**config.mk**
```make
export PLATFORM = sky130hd
export DESIGN_NAME = ins_fetch_mem
export DESIGN_NICKNAME = d
export VERILOG_FILES = /design/src/rtl/ins_fetch_mem.sv
export SDC_FILE = /design/constraint.sdc
export NUM_CORES = 2
export LEC_CHECK = 0
export CAP_MARGIN = 20
export CORE_MARGIN = 3
export CORE_UTILIZATION = 30
export CTS_CLUSTER_DIAMETER = 80
export DETAILED_ROUTE_END_ITERATION = 7
export SYNTH_ARGS = -nofsm -noshare
export SYNTH_HDL_FRONTEND = slang
export SYNTH_SLANG_ARGS = --single-unit
```
**constraint.sdc**
```tcl
create_clock -name clk -period 7.7 [get_ports clk]
set_input_delay 1.925 -clock clk [delete_from_list [all_inputs] [get_ports clk]]
set_output_delay 1.925 -clock clk [all_outputs]
set_load 0.01 [all_outputs]
```
**src/rtl/ins_fetch_mem.sv**
```systemverilog
// rtl/ins_fetch_mem.sv - instruction memory with multi-lane fetch, strobed write port and clear engine
module ins_fetch_mem #(
    parameter int    MEM_DEPTH   = 64,
    parameter int    DATA_W      = 32,
    parameter int    ADDR_W      = 32,
    parameter int    FETCH_PORTS = 2,
    parameter string INIT_FILE   = "instructions.hex"
) (
    input  logic                          clk,
    input  logic                          reset,
    input  logic                          fetch_valid,
    output logic                          fetch_ready,
    input  logic [ADDR_W-1:0]             fetch_addr,
    output logic                          resp_valid,
    input  logic                          resp_ready,
    output logic [DATA_W*FETCH_PORTS-1:0] resp_data,
    output logic [FETCH_PORTS-1:0]        resp_fault,
    input  logic                          wr_en,
    input  logic [ADDR_W-1:0]             wr_addr,
    input  logic [DATA_W-1:0]             wr_data,
    input  logic [DATA_W/8-1:0]           wr_strb,
    input  logic                          clr_start,
    output logic                          clr_busy
);
    localparam int BYTES = DATA_W / 8;
    localparam int OFF_W = $clog2(BYTES);
    localparam int IDX_W = (MEM_DEPTH > 1) ? $clog2(MEM_DEPTH) : 1;
    localparam logic [ADDR_W-1:0] OFF_MASK = ADDR_W'(BYTES - 1);
    localparam logic [ADDR_W-1:0] DEPTH_A  = ADDR_W'(MEM_DEPTH);
    localparam logic [IDX_W-1:0]  LAST_IDX = IDX_W'(MEM_DEPTH - 1);

    typedef enum logic {
        S_IDLE,
        S_CLEAR
    } clr_state_e;

    logic [DATA_W-1:0] mem_q [MEM_DEPTH];

    clr_state_e                    state_q, state_d;
    logic [IDX_W-1:0]              cnt_q, cnt_d;
    logic                          clr_busy_q, clr_busy_d;
    logic                          resp_valid_q, resp_valid_d;
    logic [DATA_W*FETCH_PORTS-1:0] resp_data_q, resp_data_d;
    logic [FETCH_PORTS-1:0]        resp_fault_q, resp_fault_d;

    logic                          fetch_ready_c;
    logic                          fetch_fire;
    logic                          fetch_misaligned;
    logic                          wr_fire;
    logic [ADDR_W-1:0]             wr_idx;
    logic [DATA_W-1:0]             wr_merged;
    logic [ADDR_W-1:0]             lane_addr;
    logic [ADDR_W-1:0]             lane_idx;
    logic [DATA_W*FETCH_PORTS-1:0] lane_data;
    logic [FETCH_PORTS-1:0]        lane_fault;

    // Merged write word is computed up front so a same-cycle fetch can see it.
    always_comb begin
        wr_idx    = wr_addr >> OFF_W;
        wr_fire   = wr_en && !clr_busy_q && ((wr_addr & OFF_MASK) == '0) && (wr_idx < DEPTH_A);
        wr_merged = mem_q[wr_idx[IDX_W-1:0]];
        for (int b = 0; b < BYTES; b++) begin
            if (wr_strb[b]) begin
                wr_merged[b*8 +: 8] = wr_data[b*8 +: 8];
            end
        end
    end

    always_comb begin
        fetch_misaligned = (fetch_addr & OFF_MASK) != '0;
        lane_addr        = '0;
        lane_idx         = '0;
        lane_data        = '0;
        lane_fault       = '0;
        for (int i = 0; i < FETCH_PORTS; i++) begin
            lane_addr = fetch_addr + ADDR_W'(i * BYTES);
            lane_idx  = lane_addr >> OFF_W;
            if (fetch_misaligned || (lane_idx >= DEPTH_A)) begin
                lane_fault[i] = 1'b1;
            end else if (wr_fire && (wr_idx == lane_idx)) begin
                lane_data[i*DATA_W +: DATA_W] = wr_merged;
            end else begin
                lane_data[i*DATA_W +: DATA_W] = mem_q[lane_idx[IDX_W-1:0]];
            end
        end
    end

    always_comb begin
        fetch_ready_c = !clr_busy_q && (!resp_valid_q || resp_ready);
        fetch_fire    = fetch_valid && fetch_ready_c;

        resp_valid_d = resp_valid_q;
        resp_data_d  = resp_data_q;
        resp_fault_d = resp_fault_q;
        if (fetch_fire) begin
            resp_valid_d = 1'b1;
            resp_data_d  = lane_data;
            resp_fault_d = lane_fault;
        end else if (resp_ready) begin
            resp_valid_d = 1'b0;
        end

        state_d    = state_q;
        cnt_d      = cnt_q;
        clr_busy_d = clr_busy_q;
        case (state_q)
            S_IDLE: begin
                if (clr_start) begin
                    state_d    = S_CLEAR;
                    cnt_d      = '0;
                    clr_busy_d = 1'b1;
                end
            end
            S_CLEAR: begin
                if (cnt_q == LAST_IDX) begin
                    state_d    = S_IDLE;
                    cnt_d      = '0;
                    clr_busy_d = 1'b0;
                end else begin
                    cnt_d = cnt_q + IDX_W'(1);
                end
            end
            default: begin
                state_d    = S_IDLE;
                cnt_d      = '0;
                clr_busy_d = 1'b0;
            end
        endcase
    end

    always_ff @(posedge clk or negedge reset) begin
        if (!reset) begin
            state_q      <= S_IDLE;
            cnt_q        <= '0;
            clr_busy_q   <= 1'b0;
            resp_valid_q <= 1'b0;
            resp_data_q  <= '0;
            resp_fault_q <= '0;
        end else begin
            state_q      <= state_d;
            cnt_q        <= cnt_d;
            clr_busy_q   <= clr_busy_d;
            resp_valid_q <= resp_valid_d;
            resp_data_q  <= resp_data_d;
            resp_fault_q <= resp_fault_d;
        end
    end

    // Array has no reset; a reset mid-clear leaves already-zeroed words as they are.
    always_ff @(posedge clk) begin
        if (state_q == S_CLEAR) begin
            mem_q[cnt_q] <= '0;
        end else if (wr_fire) begin
            mem_q[wr_idx[IDX_W-1:0]] <= wr_merged;
        end
    end

    assign fetch_ready = fetch_ready_c;
    assign resp_valid  = resp_valid_q;
    assign resp_data   = resp_data_q;
    assign resp_fault  = resp_fault_q;
    assign clr_busy    = clr_busy_q;

endmodule
```
======== Word-level counts from Yosys, hierarchy flattened ========
Memory sizes are Yosys's and may differ from the RTL's.
Index checks and enable logic that the tools add are counted.
word-level totals
  flip-flop bits (word level) ............. 75
  latch bits .............................. 0
  bits in writable memories ............... 2048
  ROM bits ................................ 0
  input port bits ......................... 106
  output and inout port bits .............. 69
  memories kept ........................... 1
operators by class
  add/sub/neg operators ................... 2
  multiply operators ...................... 0
  divide/modulo/power cells ............... 0
  magnitude comparators ................... 3
  equality and inequality tests ........... 5
  shifts and indexed selects .............. 0
  mux-type cells .......................... 29
  bitwise logic cells ..................... 1
  reduce and logical (&&, ||, !) cells .... 17
memories
  memory  depth  width  read ports  clocked after Yosys merged registers in  wr ports  line  source
  mem_q   64     32     3           0                                        1         37    logic [DATA_W-1:0] mem_q [MEM_DEPTH];
operator list
  operator                                                                              number
  32-bit 2-to-1 mux                                                                     5
  30-bit == test                                                                        2
  30-bit by 7-bit greater-or-equal comparator with 1-bit output, second input constant  2
  32-bit by 3-bit adder with 32-bit output, second input constant                       1
  32-bit zero test                                                                      1
  8-bit 2-to-1 mux                                                                      4
  32-bit nonzero test                                                                   1
  32-bit OR reduction                                                                   1
  30-bit by 7-bit less-than comparator with 1-bit output, second input constant         1
  6-bit 2-to-1 mux                                                                      3
  1-bit 2-to-1 mux                                                                      14
  6-bit one-hot mux with 2 select lines                                                 1
  1-bit logical AND                                                                     7
  6-bit by 1-bit adder with 6-bit output, second input constant                         1
  6-bit == test, second input constant                                                  1
  1-bit one-hot mux with 2 select lines                                                 2
  1-bit logical OR                                                                      3
  1-bit zero test                                                                       2
  2-bit by 1-bit != test with 1-bit output, second input constant                       1
  2-bit != test, second input constant                                                  1
  2-bit AND reduction                                                                   1
  2-bit nonzero test                                                                    1
  1-bit inverter                                                                        1

======== Depth between registers and ports, before layout ========
  depth in word-level cells ............... 9
  depth in mapped cells ................... 19

======== Worst setup path after synthesis ========
Ideal clock, no wire load.
  path kind ............................... input to register
  start point ............................. input port wr_addr[4]
  end point ............................... memory mem_q[0][12], data pin
  arrival time ............................ 7.482 ns
  data required time ...................... 6.837 ns
  path slack .............................. -0.644 ns
  stages on the path ...................... 11
  path buffers ............................ 7
  cells stage by stage .................... buf_2 buf_2 buf_2 buf_2 buf_2 buf_2 buf_1 nand2_1 a21oi_1 nor4_1 nor4_1
on the way
  word-level cells in the longest chain between the ends .. 7
RTL lines
  item                                                    line  source
  start: declaration                                      19    input logic [ADDR_W-1:0] wr_addr,
  30-bit by 7-bit less-than comparator with 1-bit output  60    wr_fire = wr_en && !clr_busy_q && ((wr_addr & OFF_MASK) == '0) && (wr_idx < DEPTH_A);
  1-bit logical AND                                       60
  1-bit 2-to-1 mux                                        153   end else if (wr_fire) begin
  1-bit 2-to-1 mux                                        151   if (state_q == S_CLEAR) begin
  1-bit 2-to-1 mux (not written as such)                  154   mem_q[wr_idx[IDX_W-1:0]] <= wr_merged;
  32-bit OR reduction (no line)                           -
  32-bit 2-to-1 mux (no line) (*)                         -
  end: declaration                                        37
Mark *: on every way between the ends. The rest lies on a longest branch, timed or not.

======== Worst setup path after layout ========
  start point ............................. input port fetch_addr[8]
  end point ............................... register resp_data_q[32] (netlist: resp_data[32])
on the way
  word-level cells in the longest chain between the ends .. 5
RTL lines
  item                                                                                                   line  source
  start: declaration                                                                                     13    input logic [ADDR_W-1:0] fetch_addr,
  32-bit by 3-bit adder with 32-bit output (*)                                                           76    lane_addr = fetch_addr + ADDR_W'(i * BYTES);
  branches (longest 3 deep; another with 30-bit by 7-bit greater-or-equal comparator with 1-bit output)  -
  32-bit 2-to-1 mux (*)                                                                                  78    if (fetch_misaligned || (lane_idx >= DEPTH_A)) begin
  end signal: assignment                                                                                 144   resp_data_q <= resp_data_d;
  end: declaration                                                                                       43    logic [DATA_W*FETCH_PORTS-1:0] resp_data_q, resp_data_d;
Every way passes the cells marked *.
A chain may end at the register's enable or synchronous reset.

==> results by group <==
Timing
  – Clock Skew: roughly 70 ps
  – Hold Vio Cnt, Final: 0
  – Final setup viols: 0
  – Slew @ Worst Pin: 1250 ps
  – Setup TNS: 0 ps
  – Max_slew headroom: 16.8%
  – Hold slack: 485 ps
  – Slew Limit Fails: 0
  – Slack of the critical path: 1840 ps
  – Fmax: 171 MHz
  – Final critical-path share of the clock period: 76.1%
  – Final min period: 5860 ps
  – Unrepaired setup endpoints after global routing: false

Final layout
  – Layout cells sized above 1: 41.0%
  – Area of the multi-input gates: 51300 um^2
  – Sequential Area: around 63000 um^2
  – Nets: around 6400
  – Util after Layout: 35.0%
  – Area grow syn2layout: 15.8%
  – Filler cell count: around 36000
  – Post-route cell area: ~130000 um^2

Detailed routing
  – Via density: between 6 and 7
  – DR WL/cell: 40.8 um
  – Final ANT Viol Nets: 0
  – Met3 WL post-DR: 66.0 mm
  – Met1 WL: 162 mm
  – Detail Route met2 WL: around 210 mm
  – Initial DRC Count: 12881
  – Remaining DRCs: 0
  – Vias: 77110
  – Drt pass-1 iters: 8
  – Top layer in use: met5
  – Drt total wl: 478 mm

Power
  – Switching share of power: between 20% and 30%
  – LEAKAGE: ~45 nW
  – PD cells: 221 nW/um^2
  – Clock power frac: a little under two fifths
  – Cell Int Power: 0.0213 W
  – Worst VDD drop: 0.212 mV
  – Sequential power share: 45.0%
  – Sw power: 0.00838 W
  – Comb pwr share: 17.1%

Logic synthesis
  – Ys async rst share: 3.53%
  – Library cells used by synthesis: 88
  – Synthesized area: about 120000 um^2
  – Synth Net Count: 6239
  – Mux contribution to synthesized area: ~36%
  – Seq/Total Area, Yosys: 54.6%
  – Syn Area/Cell: 19.0 um^2
  – Post-synthesis simple-gate area fraction: 3.42%
  – Post-Synth Adder-Cell Area: 0.0323%
  – Synth Instances: 6130
  – Ys flop type: edfxtp_1
  – Yosys reg bits: 2123
  – Post-synth top area share: 52.9%
  – Xor and xnor area share after synthesis: less than 1%
  – Main combinational cell family by area after synthesis: multiplexers
  – Synth top area cells: edfxtp_1 53%, mux4_2 34%, dfrtp_1 1.6%
  – Compound-Gate Fraction of Synth Area: under 10%
  – Count of flip-flops with a built-in enable after synthesis: 2048
  – Yosys warning total: 0
  – Largest area contributor in the synthesized netlist: edfxtp_1

Worst setup path
  – Capture point of the critical path: resp_data[32]
  – CP required: approximately 8500 ps
  – Reg2Reg Launch Point: clr_busy
  – Worst R2R Setup Slack: 3050 ps
  – Worst R2R Path Depth: 9
  – CP cell instances: clkdlybuf4s50_1 -> nand4_1 -> buf_4 -> or4_1 -> nor4_1 -> xor2_1 -> or3_1 -> a2111oi_4 -> buf_4 -> buf_4 -> a2111oi_0 -> a211o_1
  – Most frequent CP cell: buf_4
  – CP startpoint: fetch_addr[8]
  – Slowest cell on the critical path: a2111oi_4
  – Worst Path Arrival: 6670 ps
  – WS Path Type: input port to register
  – Crit Path Max Fanout: 14
  – Worst R2R End: mem_q[16][1]
  – CP endpoint kind: register
  – Critical path launch point type: input port
  – Worst path max stage delay: 930 ps

Placed design
  – HPWL Detailed: 295 mm
  – Post-place setup slack: 1070 ps
  – Post-DP Area: 127000 um^2
  – Port bufs: 174
  – Final weighted congestion in routability-driven placement: 0.919

Clock network
  – Post-CTS Setup Inserts: 0
  – Clock sink count: approximately 2100
  – CTS resizes: 0
  – Clock H-tree levels: 4
  – Clock-pin slew on the worst setup and hold paths: 60 ps
  – Clk_lat worst skew: 950 ps
  – Clock tree buffer depth: 4
  – Total CTS buffers: 227
  – CTS tree: yes
  – Cts hold-fix bufs: 0
  – Clock Root Buffer: clkbuf_16

GRT
  – Initial antenna violation count: 22
  – First-pass GRT wire length: 649 mm
  – Total GRT Usage: 23.5%
  – Remaining global-route overflow: 0
  – Largest net degree at the start of global routing: around 140
  – Number of global-route vias before repair: 75031

Floorplan
  – IO Pins: roughly 180
  – Chip height: about 630 um
  – Die Area: 395000 um^2
  – Initial Util: a little under a third
  – # rows: roughly 230
  – Core ar.: 384000 um^2
  – Die Width: 628 um

Status
  – Status: complete, no violations

Run
  – Max cap viols: 0

Min path
  – Hold Crit Class: register to register
[placed cells by master (no fill, tap or decap), types with 31 or more instances in the layout]
| cell type | n |
|---|---|
| dfrtp_1 | 75 |
| o22ai_1 | 41 |
| nor2_1 | 91 |
| nor2_4 | 86 |
| a32oi_1 | 31 |
| clkdlybuf4s50_1 | 160 |
| nand3_1 | 79 |
| a221oi_1 | 44 |
| mux2i_1 | 172 |
| nand4_1 | 44 |
| nor4_1 | 36 |
| xnor2_1 | 31 |
| mux4_2 | 1759 |
| a21oi_1 | 64 |
| a22oi_1 | 105 |
| nor3_1 | 38 |
| clkinv_1 | 33 |
| buf_4 | 284 |
| nand2_1 | 258 |
| clkbuf_1 | 33 |
| clkbuf_16 | 232 |
| clkinv_2 | 49 |
| and3_1 | 33 |
| o21ai_0 | 80 |
| edfxtp_1 | 2048 |
| buf_12 | 88 |
[area by class of cell]
cell class / instances / area share (%)
Sequential cell: 2123 / 47.1
Multi-Input combinational cell: 3409 / 38.2
Tap cell: 5152 / 4.79
Clock buffer: 274 / 4.50
Timing Repair Buffer: 549 / 4.27
Clock inverter: 140 / 1.06
Inverter: 24 / 0.0707
Antenna cell: 21 / 0.0391
[how the worst min path moves through the flow]
stage | startpoint | to | slack [ps] | cells after the start
global placement | resp_data[35] | resp_data[35] | 490 | 2
floorplan | resp_data[12] | resp_data[12] | 520 | 2
global route | resp_data[22] | resp_data[22] | 520 | 2
CTS | resp_data[22] | resp_data[22] | 500 | 2
detailed placement | resp_data[22] | resp_data[22] | 490 | 2
finish | resp_data[21] | resp_data[21] | 480 | 2
[critical path, delay by kind of cell]
| family | cells | cell delay [ps] |
|---|---|---|
| simple gates | 4 | 1520 |
| buf+inv | 4 | 1620 |
| compound gates | 3 | 1410 |
| xor+xnor | 1 | 190 |
[kinds of logic after synthesis]
logic type | after synthesis
buffers and inverters | 598
xor gates and xnor gates | 58
adders and majority gates | 3
DFF | 2123
and+or+nand+nor | 812
AOI/OAI and AO/OA | 589
muxes | 1947
[Yosys cell counts, types with 41 or more instances]
cell	instances
nand2_1	258
buf_2	121
nand3_1	81
nor3_1	41
clkbuf_1	314
dfrtp_1	75
nor2_1	187
mux2i_1	172
buf_1	130
nand4_1	44
edfxtp_1	2048
o22ai_1	41
mux4_2	1759
o21ai_0	80
a221oi_1	44
a21oi_1	67
a22oi_1	105
[routing by layer]
metal | global-route usage (%) | vias up
li1 | - | 27746
met1 | 29.4 | 41108
met2 | 35.3 | 6740
met3 | 7.41 | 1500
met4 | 15.1 | 16
met5 | 0 | -
[metrics by stage]
step                total power, W  cells
floorplan                   0.0161   6130
global placement            0.0184  11246
detailed placement          0.0185  11253
CTS                         0.0296  11667
global route                0.0303  11673
finish                      0.0297  11692
[state kept, by name, indices dropped and copies added, names as in the netlist]
register    count
clr_busy        1
state_q         1
mem_q        2048
resp_fault      2
resp_valid      1
cnt_q           6
resp_data      64
[power by group through the flow]
stage / registers (W) / clock network [W] / logic, W
after CTS: 0.0133 / 0.0113 / 0.00495
after floorplan: 0.0135 / 0 / 0.00262
after detailed placement: 0.0136 / 0 / 0.00493
final: 0.0133 / 0.0112 / 0.00508
after global placement: 0.0135 / 0 / 0.00492
after global routing: 0.0134 / 0.0118 / 0.00511
Power figures use the tool's default switching activity.
